<file path="src/rtl/branch_pc_pkg.sv">
// Shared encodings for the fetch PC / branch tag block: FSM states, reset PC,
// tag sizing and the circular kill-mask helper.
package branch_pc_pkg;
  localparam int          TAG_W    = 2;
  localparam int          NUM_TAGS = 1 << TAG_W;
  localparam logic [31:0] RESET_PC = 32'h0000_0000;

  typedef logic [TAG_W-1:0]    tag_t;
  typedef logic [NUM_TAGS-1:0] tag_mask_t;

  typedef enum logic [1:0] {
    ST_IDLE  = 2'd0,
    ST_RUN   = 2'd1,
    ST_FLUSH = 2'd2
  } state_e;

  // Tags strictly younger than 'from' up to tail-1; tail==from means the ring is full.
  function automatic tag_mask_t kill_mask(tag_t from, tag_t tail);
    tag_t      span;
    tag_t      idx;
    tag_mask_t m;
    m    = '0;
    span = tail - from;
    for (int i = 1; i < NUM_TAGS; i++) begin
      idx = from + tag_t'(i);
      if (span == '0 || tag_t'(i) < span) m[idx] = 1'b1;
    end
    return m;
  endfunction
endpackage

</file>
<file path="src/rtl/branch_pc_if.sv">
// Fetch / decode / branch-unit signal bundle; master drives the block inputs.
interface branch_pc_if;
  import branch_pc_pkg::*;

  logic        fetchReady;
  logic        bAllocReq;
  logic        BranchResultEn;
  logic [31:0] BranchAddr;
  tag_t        bFreeNum;
  logic        misTaken;

  logic [31:0] PC;
  logic        fetchEn;
  tag_t        bAllocNum;
  logic        bAllocGnt;
  logic        bFull;
  logic        flush;
  tag_mask_t   flushMask;

  modport master (
    output fetchReady, bAllocReq, BranchResultEn, BranchAddr, bFreeNum, misTaken,
    input  PC, fetchEn, bAllocNum, bAllocGnt, bFull, flush, flushMask
  );

  modport slave (
    input  fetchReady, bAllocReq, BranchResultEn, BranchAddr, bFreeNum, misTaken,
    output PC, fetchEn, bAllocNum, bAllocGnt, bFull, flush, flushMask
  );
endinterface

</file>
<file path="src/rtl/branch_tag_mgr.sv">
// Branch tag ring: busy bitmap, tail allocation pointer, free and mispredict
// kill handling. Mispredict detection and kill mask are combinational.
module branch_tag_mgr
  import branch_pc_pkg::*;
(
  input  logic      clk,
  input  logic      rst,
  input  logic      alloc_gnt_i,
  input  logic      result_en_i,
  input  logic      mis_taken_i,
  input  tag_t      free_tag_i,
  output tag_t      tail_o,
  output logic      full_o,
  output logic      mispredict_o,
  output tag_mask_t kill_mask_o
);
  tag_mask_t busy_q, busy_d;
  tag_t      tail_q, tail_d;

  assign tail_o       = tail_q;
  assign full_o       = busy_q[tail_q];
  assign mispredict_o = result_en_i & mis_taken_i & busy_q[free_tag_i];
  assign kill_mask_o  = mispredict_o ? kill_mask(free_tag_i, tail_q) : '0;

  always_comb begin
    busy_d = busy_q;
    tail_d = tail_q;
    if (mispredict_o) begin
      // Rewind the ring to just after the mispredicted branch.
      busy_d             = busy_q & ~kill_mask_o;
      busy_d[free_tag_i] = 1'b0;
      tail_d             = free_tag_i + tag_t'(1);
    end else begin
      if (result_en_i && !mis_taken_i) busy_d[free_tag_i] = 1'b0;
      if (alloc_gnt_i) begin
        busy_d[tail_q] = 1'b1;
        tail_d         = tail_q + tag_t'(1);
      end
    end
  end

  always_ff @(posedge clk or negedge rst) begin
    if (!rst) begin
      busy_q <= '0;
      tail_q <= '0;
    end else begin
      busy_q <= busy_d;
      tail_q <= tail_d;
    end
  end
endmodule

</file>
<file path="src/rtl/branch_pc.sv">
// Fetch PC sequencer with IDLE/RUN/FLUSH state machine; redirects on branch
// mispredict and gates tag grants from branch_tag_mgr.
module branch_pc
  import branch_pc_pkg::*;
(
  input  logic        clk,
  input  logic        rst,
  branch_pc_if.slave  bus
);
  state_e      state_q;
  logic [31:0] pc_q;
  logic        fetch_en_q;

  tag_t        tail;
  logic        full;
  logic        mispredict;
  tag_mask_t   kill;
  logic        alloc_gnt;

  assign alloc_gnt = bus.bAllocReq & ~full & (state_q == ST_RUN) & ~mispredict;

  branch_tag_mgr u_tag_mgr (
    .clk          (clk),
    .rst          (rst),
    .alloc_gnt_i  (alloc_gnt),
    .result_en_i  (bus.BranchResultEn),
    .mis_taken_i  (bus.misTaken),
    .free_tag_i   (bus.bFreeNum),
    .tail_o       (tail),
    .full_o       (full),
    .mispredict_o (mispredict),
    .kill_mask_o  (kill)
  );

  always_ff @(posedge clk or negedge rst) begin
    if (!rst) begin
      state_q    <= ST_IDLE;
      pc_q       <= RESET_PC;
      fetch_en_q <= 1'b0;
    end else if (mispredict) begin
      // Redirect beats any concurrent fetch accept.
      state_q    <= ST_FLUSH;
      pc_q       <= bus.BranchAddr;
      fetch_en_q <= 1'b0;
    end else begin
      case (state_q)
        ST_IDLE: begin
          state_q    <= ST_RUN;
          fetch_en_q <= 1'b1;
        end
        ST_RUN: begin
          if (bus.fetchReady) pc_q <= pc_q + 32'd4;
        end
        ST_FLUSH: begin
          state_q    <= ST_RUN;
          fetch_en_q <= 1'b1;
        end
        default: begin
          state_q    <= ST_IDLE;
          fetch_en_q <= 1'b0;
        end
      endcase
    end
  end

  assign bus.PC        = pc_q;
  assign bus.fetchEn   = fetch_en_q;
  assign bus.bAllocNum = tail;
  assign bus.bAllocGnt = alloc_gnt;
  assign bus.bFull     = full;
  assign bus.flush     = mispredict;
  assign bus.flushMask = kill;
endmodule

</file>
<file path="src/flat_wrapper.sv">
// flat-port wrapper written by rule: the top's interface ports become plain ports
module branch_pc_flat import branch_pc_pkg::*;
  (clk, rst, bus_fetchReady, bus_bAllocReq, bus_BranchResultEn, bus_BranchAddr, bus_bFreeNum, bus_misTaken, bus_PC, bus_fetchEn, bus_bAllocNum, bus_bAllocGnt, bus_bFull, bus_flush, bus_flushMask);
  branch_pc_if bus_i ();
  input  logic clk;
  input  logic rst;
  input wire logic [$bits(bus_i.fetchReady)-1:0] bus_fetchReady;
  input wire logic [$bits(bus_i.bAllocReq)-1:0] bus_bAllocReq;
  input wire logic [$bits(bus_i.BranchResultEn)-1:0] bus_BranchResultEn;
  input wire logic [$bits(bus_i.BranchAddr)-1:0] bus_BranchAddr;
  input wire logic [$bits(bus_i.bFreeNum)-1:0] bus_bFreeNum;
  input wire logic [$bits(bus_i.misTaken)-1:0] bus_misTaken;
  output wire logic [$bits(bus_i.PC)-1:0] bus_PC;
  output wire logic [$bits(bus_i.fetchEn)-1:0] bus_fetchEn;
  output wire logic [$bits(bus_i.bAllocNum)-1:0] bus_bAllocNum;
  output wire logic [$bits(bus_i.bAllocGnt)-1:0] bus_bAllocGnt;
  output wire logic [$bits(bus_i.bFull)-1:0] bus_bFull;
  output wire logic [$bits(bus_i.flush)-1:0] bus_flush;
  output wire logic [$bits(bus_i.flushMask)-1:0] bus_flushMask;
  assign bus_i.fetchReady = bus_fetchReady;
  assign bus_i.bAllocReq = bus_bAllocReq;
  assign bus_i.BranchResultEn = bus_BranchResultEn;
  assign bus_i.BranchAddr = bus_BranchAddr;
  assign bus_i.bFreeNum = bus_bFreeNum;
  assign bus_i.misTaken = bus_misTaken;
  assign bus_PC = bus_i.PC;
  assign bus_fetchEn = bus_i.fetchEn;
  assign bus_bAllocNum = bus_i.bAllocNum;
  assign bus_bAllocGnt = bus_i.bAllocGnt;
  assign bus_bFull = bus_i.bFull;
  assign bus_flush = bus_i.flush;
  assign bus_flushMask = bus_i.flushMask;
  branch_pc u_core (.clk(clk), .rst(rst), .bus(bus_i));
endmodule
</file>
<file path="config.mk">
export PLATFORM = sky130hd
export DESIGN_NAME = branch_pc_flat
export DESIGN_NICKNAME = d
export VERILOG_FILES = /design/src/rtl/branch_pc_pkg.sv /design/src/rtl/branch_pc_if.sv /design/src/rtl/branch_tag_mgr.sv /design/src/rtl/branch_pc.sv /design/src/flat_wrapper.sv
export SDC_FILE = /design/constraint.sdc
export NUM_CORES = 1
export LEC_CHECK = 0
export CAP_MARGIN = 40
export CELL_PAD_IN_SITES_DETAIL_PLACEMENT = 1
export CELL_PAD_IN_SITES_GLOBAL_PLACEMENT = 1
export CORE_UTILIZATION = 34
export DETAILED_ROUTE_END_ITERATION = 8
export PLACE_DENSITY = 0.87
export SLEW_MARGIN = 20
export SYNTH_ARGS = -nofsm -noshare
export SYNTH_HDL_FRONTEND = slang
export SYNTH_SLANG_ARGS = --single-unit
</file>
<file path="constraint.sdc">
create_clock -name clk -period 2.6 [get_ports clk]
set_input_delay 0.39 -clock clk [delete_from_list [all_inputs] [get_ports clk]]
set_output_delay 0.39 -clock clk [all_outputs]
set_load 0.05 [all_outputs]
</file>
==> results.yml <==
layout:
  final_area_um2: 3940
  nets: 448
  multiInputGateArea_um2: 1560
  antennaDiodeCount: 0
  final-seq-area_um2: 1000
  drive_above_1_share_pct: 13.9
  fillCellCount: 844
  syn_to_final_growth_pct: 51.6
setup_path:
  timing.rr.start: "u_core.bus.PC[2]"
  cp_slowest_cell: "clkdlybuf4s50_1"
  cp_top_family: "buffers and inverters"
  cp.arrival_ns: 2.14
  crit_buf_inv: 2
  critPathKind: "register to primary output"
  r2r_slack_ns: 0.36
  path_cells: "buf_4, mux4_2, clkdlybuf4s50_1"
  slowest_delay_ns: 0.73
  startpoint_type: "register"
  critPathMaxFanout: 5
  cp.required_ns: 2.21
  r2r_cells: 5
  cp-end-kind: "primary output"
  r2r-end: "u_core.bus.PC[28]"
detailed_routing:
  detail-route-antenna-nets: 0
  avgRoutedWirePerCell_um: 17.8
  drc: 0
  wl_um: 8810
  drt_iter0_drc: 208
  dr_total_vias: 2737
  via_per_inst: 5.54
  dr.pass1.iters: 4
logic_synthesis:
  synth_fp_nets: 347
  synth.largest_area_cell: "dfrtp_1"
  synth_top_family_by_area: "simple AND/OR/NAND/NOR gates"
  synth_edf_count: 0
  netlist_area_um2: 2590
  synth_cell_types: 40
  synth_flop_cell: "dfrtp_1"
  syn_area_per_cell_um2: 8.86
  async_reset_ff_share_pct: 100
  yosys-mux-area-fraction_pct: 2.12
  yosys.area.top_type_share_pct: 38.6
  synth_most_common_cell: "dfrtp_1"
  ys_top_cells_by_count: "dfrtp_1, nand2_1, nor2_1"
  ys_ff_latch: 40
  yosysWarningCount: 0
  seq_area_frac_synth_pct: 38.6
  synth-simple-area-share_pct: 26.1
  synth_fa_ha_area_share_pct: 6.75
  syn_inst: 293
  yosys-top-cells-area: "dfrtp_1, ha_1, a31oi_1, o21ai_0, nand2_1"
  synth_compound_area_share_pct: 17.9
  synth-xor-area-share_pct: 4.73
global_route:
  grt_max_degree: 43
  grtUsageTotal_pct: 22.9
  grt_pass1_vias: 2732
  grt_first_pass_wirelength_um: 13800
  overflow: 0
  antenna_found_initial: 0
power:
  internal_power_mw: 2.35
  power.density_nw_per_um2: 1240
  p_leak_nw: 1.56
  p_switching_mw: 2.54
  pwr-share-comb_pct: 60.9
  seqPwrFrac_pct: 28.0
  total_power_mw: 4.89
  clockPowerShare_pct: 11.1
  switching_share_pct: 52.0
  ir_drop_mv: 0.515
sta:
  whs_ns: 0.464
  max-slew-margin-rel_pct: 63.7
  setup_viol: 0
  finalClockSkew_ns: 0.0106
  rsz0062_at_grt: "false"
  max_freq_ghz: 0.395
  fin_crit_ns: 2.53
  worstMarginPinSlew_ns: 0.543
  slew_violations: 0
  hold_violations: 0
  finalCritPeriodShare_pct: 97.3
  fin_setup_tns_ns: 0
clock_network:
  clock-sinks: 40
  h-tree-depth: 2
  clk_pin_slew_worst_paths_ns: 0.09
  cts_buffer_depth: 2
  cts_inserted_buffers: 5
  cts_tree: "done"
  clock_latency_ns: 0.31
  clockRootBuffer: "clkbuf_8"
floorplan:
  start_util_pct: 35.4
  rows: 31
  io-pin-count: 82
  die_w_um: 89.4
  die_h_um: 89.4
  die_area_um2: 7990
  core_area_um2: 7330
flow_run:
  drv_cap: 0
place:
  placedInstanceArea_um2: 3780
  portBuffers: 81
  hpwl_um: 6730
  place_congestion: 0.931
outcome:
  outcome: "complete, no violations"
hold_path:
  hold_path_class: "primary input to asynchronous set/reset pin"
-- logic make-up (layout without fill, tap and decap cells) --
family                     count (synthesis)  in the layout
AOI/OAI and AO/OA                         72             72
xor gates and xnor gates                  14             14
adders and majority gates                 14             14
buffers and inverters                     26            128
DFF                                       40             40
muxes                                      3              3
and+or+nand+nor                          124            124
-- flip-flops by register name (all words and copies together) (netlist names) --
register,count
u_core.u_tag_mgr.busy_q,4
u_core.bus.PC,32
u_core.u_tag_mgr.tail_o,2
u_core.state_q,2
-- power by group through the flow --
stage          Clock [mW]  Combinational (mW)  Sequential, mW
2_1_floorplan           0               0.920            2.18
3_3_place_gp            0                2.83            1.35
3_5_place_dp            0                2.92            1.37
4_1_cts             0.549                2.96            1.36
5_1_grt             0.575                3.16            1.42
6_report            0.543                2.98            1.37
-- worst max path at each step --
stage	from	end	slack, ns	cells after the start
after floorplan	u_core.u_tag_mgr.tail_o[1]	bus_flushMask[0]	0.02	4
after global placement	bus_bFreeNum[0]	bus_flushMask[2]	-0.1	8
after detailed placement	bus_bFreeNum[0]	bus_flushMask[1]	-0.14	7
after CTS	u_core.u_tag_mgr.tail_o[0]	bus_flushMask[2]	0.02	8
after global routing	bus_bFreeNum[0]	bus_flushMask[1]	0.02	8
final	u_core.u_tag_mgr.tail_o[0]	bus_bFull	0.07	3
-- worst register-to-register path: stages, from the launching register on --
cell	delay, ns
dfrtp_1	0.46
ha_1	0.21
nand4b_1	0.23
or4_1	0.62
or4_1	0.49
a31oi_1	0.17
-- placed cells by master, fill, tap and decap left out, drive strengths merged, types with 4 or more instances in the layout --
master / synthesis / layout
nor2: 26 / 26
or3: 15 / 15
nand3: 11 / 11
nand2: 29 / 29
a31oi: 22 / 22
clkbuf: 12 / 5
nor3: 5 / 5
a22o: 4 / 4
xor2: 6 / 6
buf: 1 / 32
xnor2: 8 / 8
o211ai: 4 / 4
clkdlybuf4s50: 0 / 72
nand4: 11 / 11
o31ai: 6 / 6
dfrtp: 40 / 40
a21o: 4 / 4
inv: 13 / 13
o31a: 4 / 4
o21ai: 23 / 23
or4: 11 / 11
ha: 14 / 14
-- layer usage --
layer / global-route usage (%) / up-vias / routed length [um]
met3: 3.79 / 9 / 283
met1: 29.6 / 1367 / 3910
met2: 39.4 / 65 / 4500
met4: 6.78 / 0 / 121
li1: - / 1296 / -
met5: 0 / - / 0
-- through the flow --
step                utilization (%)  setup slack (ns)  std cells
detailed placement             51.5            -0.138        483
floorplan                         -            0.0159        293
global placement               51.3           -0.0996        482
CTS                            53.5            0.0194        492
global route                   53.7            0.0167        494
finish                         53.7            0.0706        494
-- what timing repair did --
item / 4_1_cts / 5_1_grt
hold buffers: 1 / 0
gates resized for setup: 4 / 1
setup endpoints to repair: 5 / 2
endpoints found under the hold margin: 9 / 0
buffers inserted: 0 / 2
-- area by class of cell --
type,instances,area share (%)
inverters,13,1.24
clock buffers,5,1.75
well taps,99,3.15
multi-input cells,227,39.6
clock inverters,3,1.21
flip-flops and latches,40,25.5
repair buffers,107,27.6
No activity file was read; power rests on OpenSTA's default activity.
